==> config.mk <==
export PLATFORM = sky130hd
export DESIGN_NAME = rs_issue_scheduler
export DESIGN_NICKNAME = d
export VERILOG_FILES = /design/src/rtl/rs_issue_scheduler.sv
export SDC_FILE = /design/constraint.sdc
export NUM_CORES = 1
export LEC_CHECK = 0
export ABC_AREA = 1
export CAP_MARGIN = 20
export CORE_MARGIN = 4
export CORE_UTILIZATION = 50
export CTS_BUF_LIST = sky130_fd_sc_hd__clkbuf_4 sky130_fd_sc_hd__clkbuf_8
export DETAILED_ROUTE_END_ITERATION = 10
export GPL_ROUTABILITY_DRIVEN = 1
export MAX_ROUTING_LAYER = met4
export PLACE_DENSITY = 0.76
export SLEW_MARGIN = 20
export SYNTH_ARGS = -nofsm -noshare
export SYNTH_HDL_FRONTEND = slang
export SYNTH_SLANG_ARGS = --single-unit
==> constraint.sdc <==
create_clock -name clock_i -period 3.2 [get_ports clock_i]
set_clock_uncertainty 0.2 [all_clocks]
set_input_delay 0.64 -clock clock_i [delete_from_list [all_inputs] [get_ports clock_i]]
set_output_delay 0.64 -clock clock_i [all_outputs]
set_load 0.02 [all_outputs]
==> src/rtl/rs_issue_scheduler.sv <==
// Reservation-station select/issue controller: per-FU-type oldest-ready pick,
// relational age matrix, registered grants and FP unit occupancy tracking.

module rs_issue_pick #(
  parameter int NUM_ENTRIES = 5,
  parameter int IDX_W       = 3
) (
  input  logic [NUM_ENTRIES-1:0]                  elig_i,
  input  logic [NUM_ENTRIES-1:0][NUM_ENTRIES-1:0] older_i,
  output logic [NUM_ENTRIES-1:0]                  gnt_o,
  output logic                                    vld_o,
  output logic [IDX_W-1:0]                        idx_o
);

  // beaten_by[i][j]: entry j takes priority over entry i. Entries with no
  // recorded order (never allocated since reset) fall back to lower index.
  // The age diagonal is always zero, so an entry never beats itself.
  logic [NUM_ENTRIES-1:0][NUM_ENTRIES-1:0] beaten_by;

  for (genvar i = 0; i < NUM_ENTRIES; i++) begin : g_row
    for (genvar j = 0; j < NUM_ENTRIES; j++) begin : g_col
      assign beaten_by[i][j] = older_i[j][i] |
                               (~older_i[i][j] & ((j < i) ? 1'b1 : 1'b0));
    end
    assign gnt_o[i] = elig_i[i] & ~|(elig_i & beaten_by[i]);
  end

  assign vld_o = |gnt_o;

  always_comb begin
    idx_o = '0;
    for (int i = 0; i < NUM_ENTRIES; i++)
      if (gnt_o[i]) idx_o = idx_o | IDX_W'(i);
  end

endmodule

module rs_issue_scheduler #(
  parameter int NUM_ENTRIES = 5,
  parameter int IDX_W       = 3,
  parameter int FP_LATENCY  = 4
) (
  input  logic                     clock_i,
  input  logic                     reset_i,
  input  logic [NUM_ENTRIES-1:0]   entry_valid_i,
  input  logic [NUM_ENTRIES-1:0]   entry_ready_i,
  input  logic [2*NUM_ENTRIES-1:0] entry_fu_i,
  input  logic [NUM_ENTRIES-1:0]   entry_alloc_i,
  input  logic [3:0]               fu_ready_i,
  output logic [3:0]               issue_valid_o,
  output logic [4*IDX_W-1:0]       issue_idx_o,
  output logic [NUM_ENTRIES-1:0]   entry_clear_o,
  output logic                     fp_busy_o
);

  localparam int NUM_FU = 4;
  localparam int FU_FP  = 3;
  localparam int CNT_W  = $clog2(FP_LATENCY + 1);

  typedef struct packed {
    logic             vld;
    logic [IDX_W-1:0] idx;
  } grant_t;

  logic [NUM_ENTRIES-1:0][NUM_ENTRIES-1:0] older_q, older_d;
  logic [NUM_ENTRIES-1:0]                  issued_q, issued_d;
  logic [NUM_ENTRIES-1:0]                  clear_q, clear_d;
  logic [CNT_W-1:0]                        fp_cnt_q, fp_cnt_d;
  grant_t [NUM_FU-1:0]                     gnt_q, gnt_d;

  logic                                    fp_busy;
  logic [NUM_FU-1:0]                       fu_ok;
  logic [NUM_FU-1:0][NUM_ENTRIES-1:0]      elig;
  logic [NUM_FU-1:0][NUM_ENTRIES-1:0]      pick;
  logic [NUM_FU-1:0]                       pick_vld;
  logic [NUM_FU-1:0][IDX_W-1:0]            pick_idx;

  assign fp_busy = (fp_cnt_q != '0);
  assign fu_ok   = fu_ready_i & ~{fp_busy, 3'b000};

  for (genvar t = 0; t < NUM_FU; t++) begin : g_fu
    for (genvar i = 0; i < NUM_ENTRIES; i++) begin : g_ent
      assign elig[t][i] = entry_valid_i[i] & entry_ready_i[i] &
                          (entry_fu_i[2*i +: 2] == 2'(t)) &
                          ~issued_q[i] & ~entry_alloc_i[i] & fu_ok[t];
    end

    rs_issue_pick #(
      .NUM_ENTRIES (NUM_ENTRIES),
      .IDX_W       (IDX_W)
    ) u_pick (
      .elig_i  (elig[t]),
      .older_i (older_q),
      .gnt_o   (pick[t]),
      .vld_o   (pick_vld[t]),
      .idx_o   (pick_idx[t])
    );

    assign gnt_d[t]                          = '{vld: pick_vld[t], idx: pick_idx[t]};
    assign issue_valid_o[t]                  = gnt_q[t].vld;
    assign issue_idx_o[t*IDX_W +: IDX_W]     = gnt_q[t].idx;
  end

  always_comb begin
    clear_d = '0;
    for (int t = 0; t < NUM_FU; t++) clear_d = clear_d | pick[t];
  end

  // A new allocation becomes youngest; allocations in the same cycle are
  // ordered by index, lower index older.
  always_comb begin
    older_d = older_q;
    for (int i = 0; i < NUM_ENTRIES; i++) begin
      for (int j = 0; j < NUM_ENTRIES; j++) begin
        if (i == j)                                 older_d[i][j] = 1'b0;
        else if (entry_alloc_i[i] && entry_alloc_i[j]) older_d[i][j] = (i < j);
        else if (entry_alloc_i[i])                  older_d[i][j] = 1'b0;
        else if (entry_alloc_i[j])                  older_d[i][j] = 1'b1;
      end
    end
  end

  // Issued bit masks the entry until the RS drops valid or reallocates it.
  assign issued_d = ~entry_alloc_i & entry_valid_i & (issued_q | clear_d);

  always_comb begin
    fp_cnt_d = fp_cnt_q;
    if (pick_vld[FU_FP])  fp_cnt_d = CNT_W'(FP_LATENCY);
    else if (fp_busy)     fp_cnt_d = fp_cnt_q - 1'b1;
  end

  always_ff @(posedge clock_i or negedge reset_i) begin
    if (!reset_i) begin
      older_q  <= '0;
      issued_q <= '0;
      clear_q  <= '0;
      fp_cnt_q <= '0;
      gnt_q    <= '0;
    end else begin
      older_q  <= older_d;
      issued_q <= issued_d;
      clear_q  <= clear_d;
      fp_cnt_q <= fp_cnt_d;
      gnt_q    <= gnt_d;
    end
  end

  assign entry_clear_o = clear_q;
  assign fp_busy_o     = fp_busy;

endmodule

======== Word level (Yosys, flattened, before mapping) ========
Cells that the tools add are included.
storage, ports and cells
  flip-flop bits (word level) ............. 49
  bits in latches ......................... 0
  RAM bits ................................ 0
  ROM bits ................................ 0
  word-level logic and storage cells ...... 345
  memories kept ........................... 0
operators by class
  add/subtract/negate cells ............... 1
  $mul .................................... 0
  div/mod/pow operators ................... 0
  $lt $le $gt $ge ......................... 0
  equal/unequal tests ..................... 15
  shifts and indexed selects .............. 0
  multiplexer cells ....................... 63
  bitwise gates (word level) .............. 164
  reduce and logical (&&, ||, !) cells .... 71
operators with widths
  cell                                               number
  OR reduction 5 bit                                 24
  AND 1 bit                                          105
  AND 5 bit                                          18
  two-way mux 1 bit                                  49
  nonzero test 3 bit                                 11
  AND 5 x 4 -> 5 bit                                 4
  == test 2 bit (second input constant)              10
  logical NOT 1 bit                                  20
  NOT 1 bit                                          20
  bitwise OR 5 bit                                   4
  two-way mux 3 bit                                  6
  two-way mux 2 bit                                  8
  == test 2 x 1 -> 1 bit (second input constant)     5
  logical AND 1 bit                                  10
  logical NOT 2 bit                                  5
  bitwise OR 1 bit                                   10
  NOT 5 bit                                          1
  AND 4 bit                                          1
  NOT 4 bit                                          1
  subtractor 3 x 1 -> 3 bit (second input constant)  1
  nonzero test 2 bit                                 1

======== Longest topological paths before layout ========
Gate-level depths: netlist (run 1).
  depth in word-level cells ............... 14
  mapped depth ............................ 12

======== Modules after synthesis ========
A second synthesis (run 1) with hierarchy kept.
second synthesis, totals
  cells, all modules ...................... 524
  area total of the unflattened synthesis .. 3,265.6 um^2
by module, submodules not included
  module              times used  cells an instance  area each (um^2)  seq. area each (um^2)
  rs_issue_scheduler  1           228                2,034.5           1,226.2
  rs_issue_pick       4           74                 307.8             0.0

======== Worst setup path before layout (run 1) ========
Ideal clock, no wire load.
  path type ............................... input-to-reg
  start point ............................. input port entry_alloc_i[2]
  end point ............................... register fp_cnt_q[2]
  library setup time ...................... 0.121 ns
  data arrival time ....................... 1.546 ns
  required time ........................... 2.879 ns
  setup slack ............................. 1.333 ns
  stages .................................. 11
  cells stage by stage .................... buf_6 > nor2_4 > nand2_4 > nor2_4 > nand2_1 > nor2_2 > nor2_2 > nand2_2 > nand3_2 > clkinv_2 > nand3_2
between the ends
  word-level cells in the longest chain between the ends .. 9
  elaborated cells between the ends (all ways) .. 26
RTL lines
  element                                                  line  text
  start, declared                                          48    input logic [NUM_ENTRIES-1:0] entry_alloc_i,
  NOT 1 bit *                                              85    ~issued_q[i] & ~entry_alloc_i[i] & fu_ok[t];
  AND 1 bit * (2 in series)                                85
  AND 5 bit or AND 5 x 4 -> 5 bit (tied branches)          25    assign gnt_o[i] = elig_i[i] & ~|(elig_i & beaten_by[i]);
  OR reduction 5 bit                                       25
  logical NOT 1 bit                                        25
  AND 1 bit                                                25
  OR reduction 5 bit *                                     28    assign vld_o = |gnt_o;
  two-way mux 3 bit or nonzero test 2 bit (tied branches)  n/a
  end signal, assigned                                     143   fp_cnt_q <= fp_cnt_d;
  end, declared                                            68    logic [CNT_W-1:0] fp_cnt_q, fp_cnt_d;
Every way passes the cells marked *; elsewhere a longest branch is shown, timed or not.
A chain may end at the register's enable or synchronous reset.

======== Worst setup path after layout (run 1) ========
  start point ............................. input port entry_alloc_i[1]
  end point ............................... register gnt_q, in the netlist issue_valid_o[0]
between the ends
  word-level cells in the longest chain between the ends .. 8
  elaborated cells between the ends (all ways) .. 24
RTL lines
  element                                          line  text
  NOT 1 bit *                                      85
  AND 1 bit * (2 in series)                        85
  AND 5 bit or AND 5 x 4 -> 5 bit (tied branches)  25
  OR reduction 5 bit                               25
  logical NOT 1 bit                                25
  AND 1 bit                                        25
  OR reduction 5 bit *                             28
  net g_fu[0].u_pick.vld_o                         11    output logic vld_o,
  end signal, assigned                             144   gnt_q <= gnt_d;
  end, declared                                    69    grant_t [NUM_FU-1:0] gnt_q, gnt_d;
The timed path passes the listed nets; every way through them passes the cells marked *.

==> impl_metrics.tcl, run 1 <==
set metrics [dict create \
    clock_latency_ps 320 \
    initial_core_util_pct 51.5 \
    netlist_instances 461 \
    tns_ps 0 \
    drv_slew 0 \
    grtUsageTotal_pct 29.5 \
    period_share_pct 82.4 \
    cp.required_ps 3190 \
    crit_path_max_fanout 9 \
    synth-seq-cells 49 \
    cts.path.max_buffers 2 \
    core-area_um2 6390 \
    outcome "finished, final reports clean" \
    reg2reg_depth 11 \
    regToRegEndpoint "fp_cnt_q[2]" \
    vias_per_cell 5.55 \
    cts-root-buf "clkbuf_8" \
    htree_levels 2 \
    dieArea_um2 7940 \
    final_common_cell "nand2_1" \
    cts_buffers 5 \
    synth_seq_area_share_pct 37.3 \
    drt_iter0_markers 323 \
    yosys.cell_types.count 29 \
    p_leak_uw 0.00208 \
    critPathCaptureType "flip-flop" \
    rrSetupSlack_ps 1050 \
    finish.utilization_pct 62.6 \
    hp-class "primary input to async pin" \
    dr.pass1.iters 5 \
    syn_nets 494 \
    final_cell_mix "nand2_1, inv_1, nand3_1" \
    path_class "primary input to flip-flop" \
    grt_pass1_vias 3197 \
    clk_pin_slew_ps 100 \
    critPathLaunch "entry_alloc_i[1]" \
    worstSetupEndpoint "issue_valid_o[0]" \
    cp-start-kind "primary input" \
    setup_viol 0 \
    cts_tree "yes" \
    post-cts-setup-buffers 0 \
    period_minus_slack_ps 2640 \
    hold_slack_ps 133 \
    hold_viol 0 \
    vdd_drop_max_mv 0.399 \
    io_pins 53 \
    clock_sinks 49 \
    wl_per_cell_um 18.1 \
    syn_area_per_cell_um2 7.14 \
    totalWireLength_um 10800 \
    gp_congestion 1.05 \
    grt_antenna_before_repair 0 \
    postCtsHoldBufs 0 \
    io_buffer_count 52 \
    grt_pass1_wl_um 16600 \
    drive_gt1_share_pct 14.8 \
    grt.overflow.total 0 \
    dp_slack_ps 273 \
    diodes 0 \
    nets 551 \
    grt_max_degree 50 \
    ys_warn_count 0 \
    dp_hpwl_um 8850 \
    final_antenna_net_count 0 \
    die_w_um 89.1 \
    arrival_ps 2630 \
    synthesis.area_um2 3290 \
    cts_resized 0 \
    slew_headroom_pct 59.2 \
    via_count 3305 \
    max_freq_mhz 379 \
    reg2reg_from "fp_cnt_q[0]" \
    placementRows 29 \
    die_h_um 89.1 \
    drv_cap 0 \
    fin_ws_ps 563 \
    area_delta_synth_final_pct 21.5 \
    drc 0 \
    power_density_nw_per_um2 390 \
    worst_pin_slew_ps 613 \
    rsz0062_at_grt "false" \
    fin_total_pwr_uw 1560 \
]
[where the power goes]
group	switching, uW	total, uW	internal, uW
Clock	211	474	263
Sequential	33.9	698	664
Combinational	240	388	148
Total	484	1560	1080
[cells by family (layout without fill, tap and decap cells)]
| group | count (synthesis) | after routing | synth area share, % |
|---|---|---|---|
| buffers and inverters | 85 | 143 | 10.4 |
| xor gates and xnor gates | 2 | 2 | 0.533 |
| and+or+nand+nor | 302 | 302 | 47.6 |
| AOI/OAI and AO/OA | 21 | 21 | 3.39 |
| DFF | 49 | 49 | 37.3 |
| adders and majority gates | 2 | 2 | 0.761 |
[layout make-up]
| cell class | instances | area, um2 |
|---|---|---|
| Clock buffer | 7 | 90.1 |
| Clock inverter | 1 | 30.0 |
| Fill cell | 595 | 2390 |
| Inverter | 82 | 309 |
| Multi-Input combinational cell | 327 | 1720 |
| Sequential cell | 49 | 1230 |
| Tap cell | 77 | 96.3 |
| Timing Repair Buffer | 53 | 526 |
[synthesized netlist by cell type]
cell,number,area share (%)
nand3b_4,1,0.61
nor2_2,18,3.4
o21ai_2,1,0.27
nor3_2,5,1.5
nor2_8,1,0.61
clkinv_2,1,0.15
buf_6,3,1.0
o22ai_1,2,0.38
o21ai_0,12,1.8
nand2_8,1,0.61
a21oi_1,6,0.91
nand2_4,3,1.0
nand3_1,68,10
xor2_1,2,0.53
nand4_1,4,0.76
nor2_4,13,4.5
dfrtp_1,49,37
nand3_4,1,0.53
nand2_2,13,2.5
nand3_2,5,1.5
nor3b_1,1,0.23
inv_2,4,0.46
clkinv_1,1,0.11
ha_1,2,0.76
inv_1,76,8.7
nand3b_1,1,0.23
nor2_1,55,6.3
nor3_1,6,0.91
nand2_1,106,12
[per-stage QoR]
| step | area [um2] | std cells |
|---|---|---|
| 2_1_floorplan | 3290 | 461 |
| 5_1_grt | 4000 | 596 |
| 6_report | 4000 | 596 |
| 3_3_place_gp | 3870 | 588 |
| 4_1_cts | 4000 | 596 |
| 3_5_place_dp | 3870 | 588 |
[state kept, by name, summed over array words and instances, names as in the netlist]
signal,flops
issue_idx_o,12
entry_clear_o,5
fp_cnt_q,3
issue_valid_o,4
issued_q,5
older_q,20
[worst max-delay path: stages]
cell and delay [ps]:
clkdlybuf4s50_1 660, nor2_4 220, nand2_1 110, nor3_2 260
nand2_1 90, nand2_1 70, inv_1 40, nand2_1 150
nor3b_1 310, nand2_1 80
[worst min-delay path by stage]
stage / startpoint / endpoint / slack (ps) / depth (start not counted)
after detailed placement: older_q[7] / older_q[7] / 320 / 2
after global routing: reset_i / fp_cnt_q[1] / 190 / 1
after global placement: older_q[7] / older_q[7] / 310 / 2
after floorplan: reset_i / entry_clear_o[0] / 140 / 0
after CTS: older_q[7] / older_q[7] / 340 / 2
final: reset_i / fp_cnt_q[1] / 130 / 1
[layer usage]
layer | vias to the layer above | part of all wire (%) | GRT usage [%]
li1 | 1549 | - | -
met1 | 1506 | 40 | 37.3
met2 | 199 | 46 | 48.0
met3 | 51 | 8.9 | 3.87
met4 | 0 | 4.4 | 11.4
met5 | - | 0 | -
Note: power is estimated with default switching activity, not from simulation.
==> run 2, diff against run 1 <==
==> constraint.sdc (replaced) <==
create_clock -name clock_i -period 2.55 [get_ports clock_i]
set_clock_uncertainty 0.2 [all_clocks]
set_input_delay 0.51 -clock clock_i [delete_from_list [all_inputs] [get_ports clock_i]]
set_output_delay 0.51 -clock clock_i [all_outputs]
set_load 0.02 [all_outputs]
==> run 2 against run 1 <==
Compared with the run above:
- setup slack worse by 240 ps
- die area unchanged
- first-iteration DRC count down 9.9%
- global-route usage up 0.94 points
- critical path type unchanged
- largest power group unchanged
==> impl_metrics.tcl, run 2 (synthesis gave the netlist of run 1 again) <==
set metrics [dict create \
    clock_sinks 49 \
    totalWireLength_um 10900 \
    vdd_drop_max_mv 0.475 \
    critPathSlowestCell "clkdlybuf4s50_1" \
    reg2reg_depth 11 \
    grt_max_degree 26 \
    grt_pass1_wl_um 17100 \
    final_area_um2 4250 \
    hp-class "flip-flop to flip-flop" \
    whs_path_depth 2 \
    power_density_nw_per_um2 466 \
    drt_iter0_markers 291 \
    hp-start "older_q[7]" \
    outcome "finished, final reports clean" \
    htree_levels 2 \
    post-cts-setup-buffers 0 \
    crit_path_max_fanout 5 \
    grtUsageTotal_pct 30.4 \
    final_antenna_net_count 0 \
    crit_top_cell "nand2_1" \
    critPathCaptureType "flip-flop" \
    critical_path.max_stage_delay_ps 540 \
    rrSetupSlack_ps 380 \
    post-place-cells 618 \
    gp_congestion 0.991 \
    io_pins 53 \
    die_h_um 89.1 \
    setup_viol 0 \
    grt_pass1_vias 3385 \
    largest_reg_flops 20 \
    cts_tree "yes" \
    initial_core_util_pct 51.5 \
    path_class "primary input to flip-flop" \
    io_buffer_count 52 \
    cts-root-buf "clkbuf_8" \
    hold_viol 0 \
    drive_gt1_share_pct 19.5 \
    cp.required_ps 2550 \
    core-area_um2 6390 \
    stdcell_count 627 \
    hold_end "older_q[7]" \
    clock_latency_ps 310 \
    vias_per_cell 5.40 \
    die_w_um 89.1 \
    regArea_um2 1230 \
    max_freq_mhz 449 \
    fin_ws_ps 322 \
    cpLargestDelayFamily "simple AND/OR/NAND/NOR gates" \
    finish.utilization_pct 66.5 \
    slew_headroom_pct 65.7 \
    dp_hpwl_um 9240 \
    drc 0 \
    clk_pin_slew_ps 90 \
    rsz0062_at_grt "false" \
    grt_antenna_before_repair 0 \
    worst_pin_slew_ps 515 \
    crit_buf_inv 1 \
    dp_slack_ps 23.3 \
    cts_buffers 5 \
    final_common_cell "nand2_1" \
    area_delta_synth_final_pct 29.1 \
    nets 582 \
    period_minus_slack_ps 2230 \
    reg2reg_from "fp_cnt_q[0]" \
    top_register "older_q" \
    nFillCells 582 \
    worstPathCellList "clkdlybuf4s50_1, nor2_4, nand2_1, nor2_1, nand2_1, nand2_1, nor2_1, nand2_1, nor3b_1, nand2_1" \
    place_area_um2 4110 \
    grt.overflow.total 0 \
    final_cell_mix "nand2_1, inv_1, nand3_1" \
    arrival_ps 2220 \
    dieArea_um2 7940 \
    multi_input_area_um2 1720 \
    drv_slew 0 \
    cp-start-kind "primary input" \
    period_share_pct 87.4 \
    regToRegEndpoint "issued_q[4]" \
    tns_ps 0 \
    diodes 0 \
    cts.path.max_buffers 2 \
    dr.pass1.iters 5 \
    via_count 3388 \
    placementRows 29 \
    wl_per_cell_um 17.3 \
    drv_cap 0 \
    p_leak_uw 0.00224 \
]
run 2: cell count changes in the layout (fill, tap and decap cells not counted), sizes merged:
cell / previous run / this run
dlymetal6s2s: 0 / 1
buf: 2 / 32
clkdlybuf4s50: 51 / 50
dlygate4sd3: 0 / 1
run 2: worst max-delay path by stage:
stage	from	end	slack, ps	cells past startpoint
floorplan	fp_cnt_q[0]	fp_cnt_q[2]	790	11
global placement	entry_alloc_i[1]	issue_valid_o[0]	80	10
detailed placement	entry_alloc_i[4]	issue_valid_o[0]	20	10
CTS	fp_cnt_q[0]	fp_busy_o	50	4
global route	entry_alloc_i[4]	issue_valid_o[0]	200	10
finish	entry_alloc_i[4]	issue_valid_o[0]	320	10
run 2: area by class of cell:
class                      count  share of cell area, %
clock inverter                 1                  0.707
timing repair buffer          84                   18.2
inverter                      82                   7.28
sequential                    49                   28.9
clock buffer                   7                   2.12
tap                           77                   2.27
multi-input combinational    327                   40.5
run 2: worst min-delay path, delay by kind of cell (launching register included):
family          cells  cell delay [ps]
flops               1              370
buf+inv             1               70
compound gates      1               60
run 2: per-stage QoR:
step           total power, uW  hold WS, ps
3_3_place_gp              1380          294
3_5_place_dp              1410          309
5_1_grt                   2090          370
2_1_floorplan             1190         14.4
4_1_cts                   2000          341
6_report                  1980          337
run 2: metal layers:
layer | global-route usage [%] | up-vias | share of wire (%)
li1 | - | 1607 | -
met1 | 37.8 | 1553 | 40
met2 | 49.5 | 180 | 47
met3 | 3.41 | 48 | 7.7
met4 | 14.2 | 0 | 5.7
met5 | - | - | 0
run 2: power by group:
part	internal, uW	switching (uW)
sequential	834	43.2
clock	331	258
combinational	210	304
total	1370	605
run 2: what timing repair did:
item                                   CTS  global route
hold buffers                             1             0
gates resized for setup                  0             1
endpoints found under the hold margin   23             0
setup endpoints to repair                0             1
==> run 3, diff against run 2 <==
--- a/config.mk
+++ b/config.mk
@@ -6,7 +6,6 @@
 export NUM_CORES = 1
 export LEC_CHECK = 0
 export ABC_AREA = 1
-export CAP_MARGIN = 20
 export CORE_MARGIN = 4
 export CORE_UTILIZATION = 50
 export CTS_BUF_LIST = sky130_fd_sc_hd__clkbuf_4 sky130_fd_sc_hd__clkbuf_8
==> results of run 3 <==
Same layout as run 2: the final DEF is identical, and so are final timing and power.
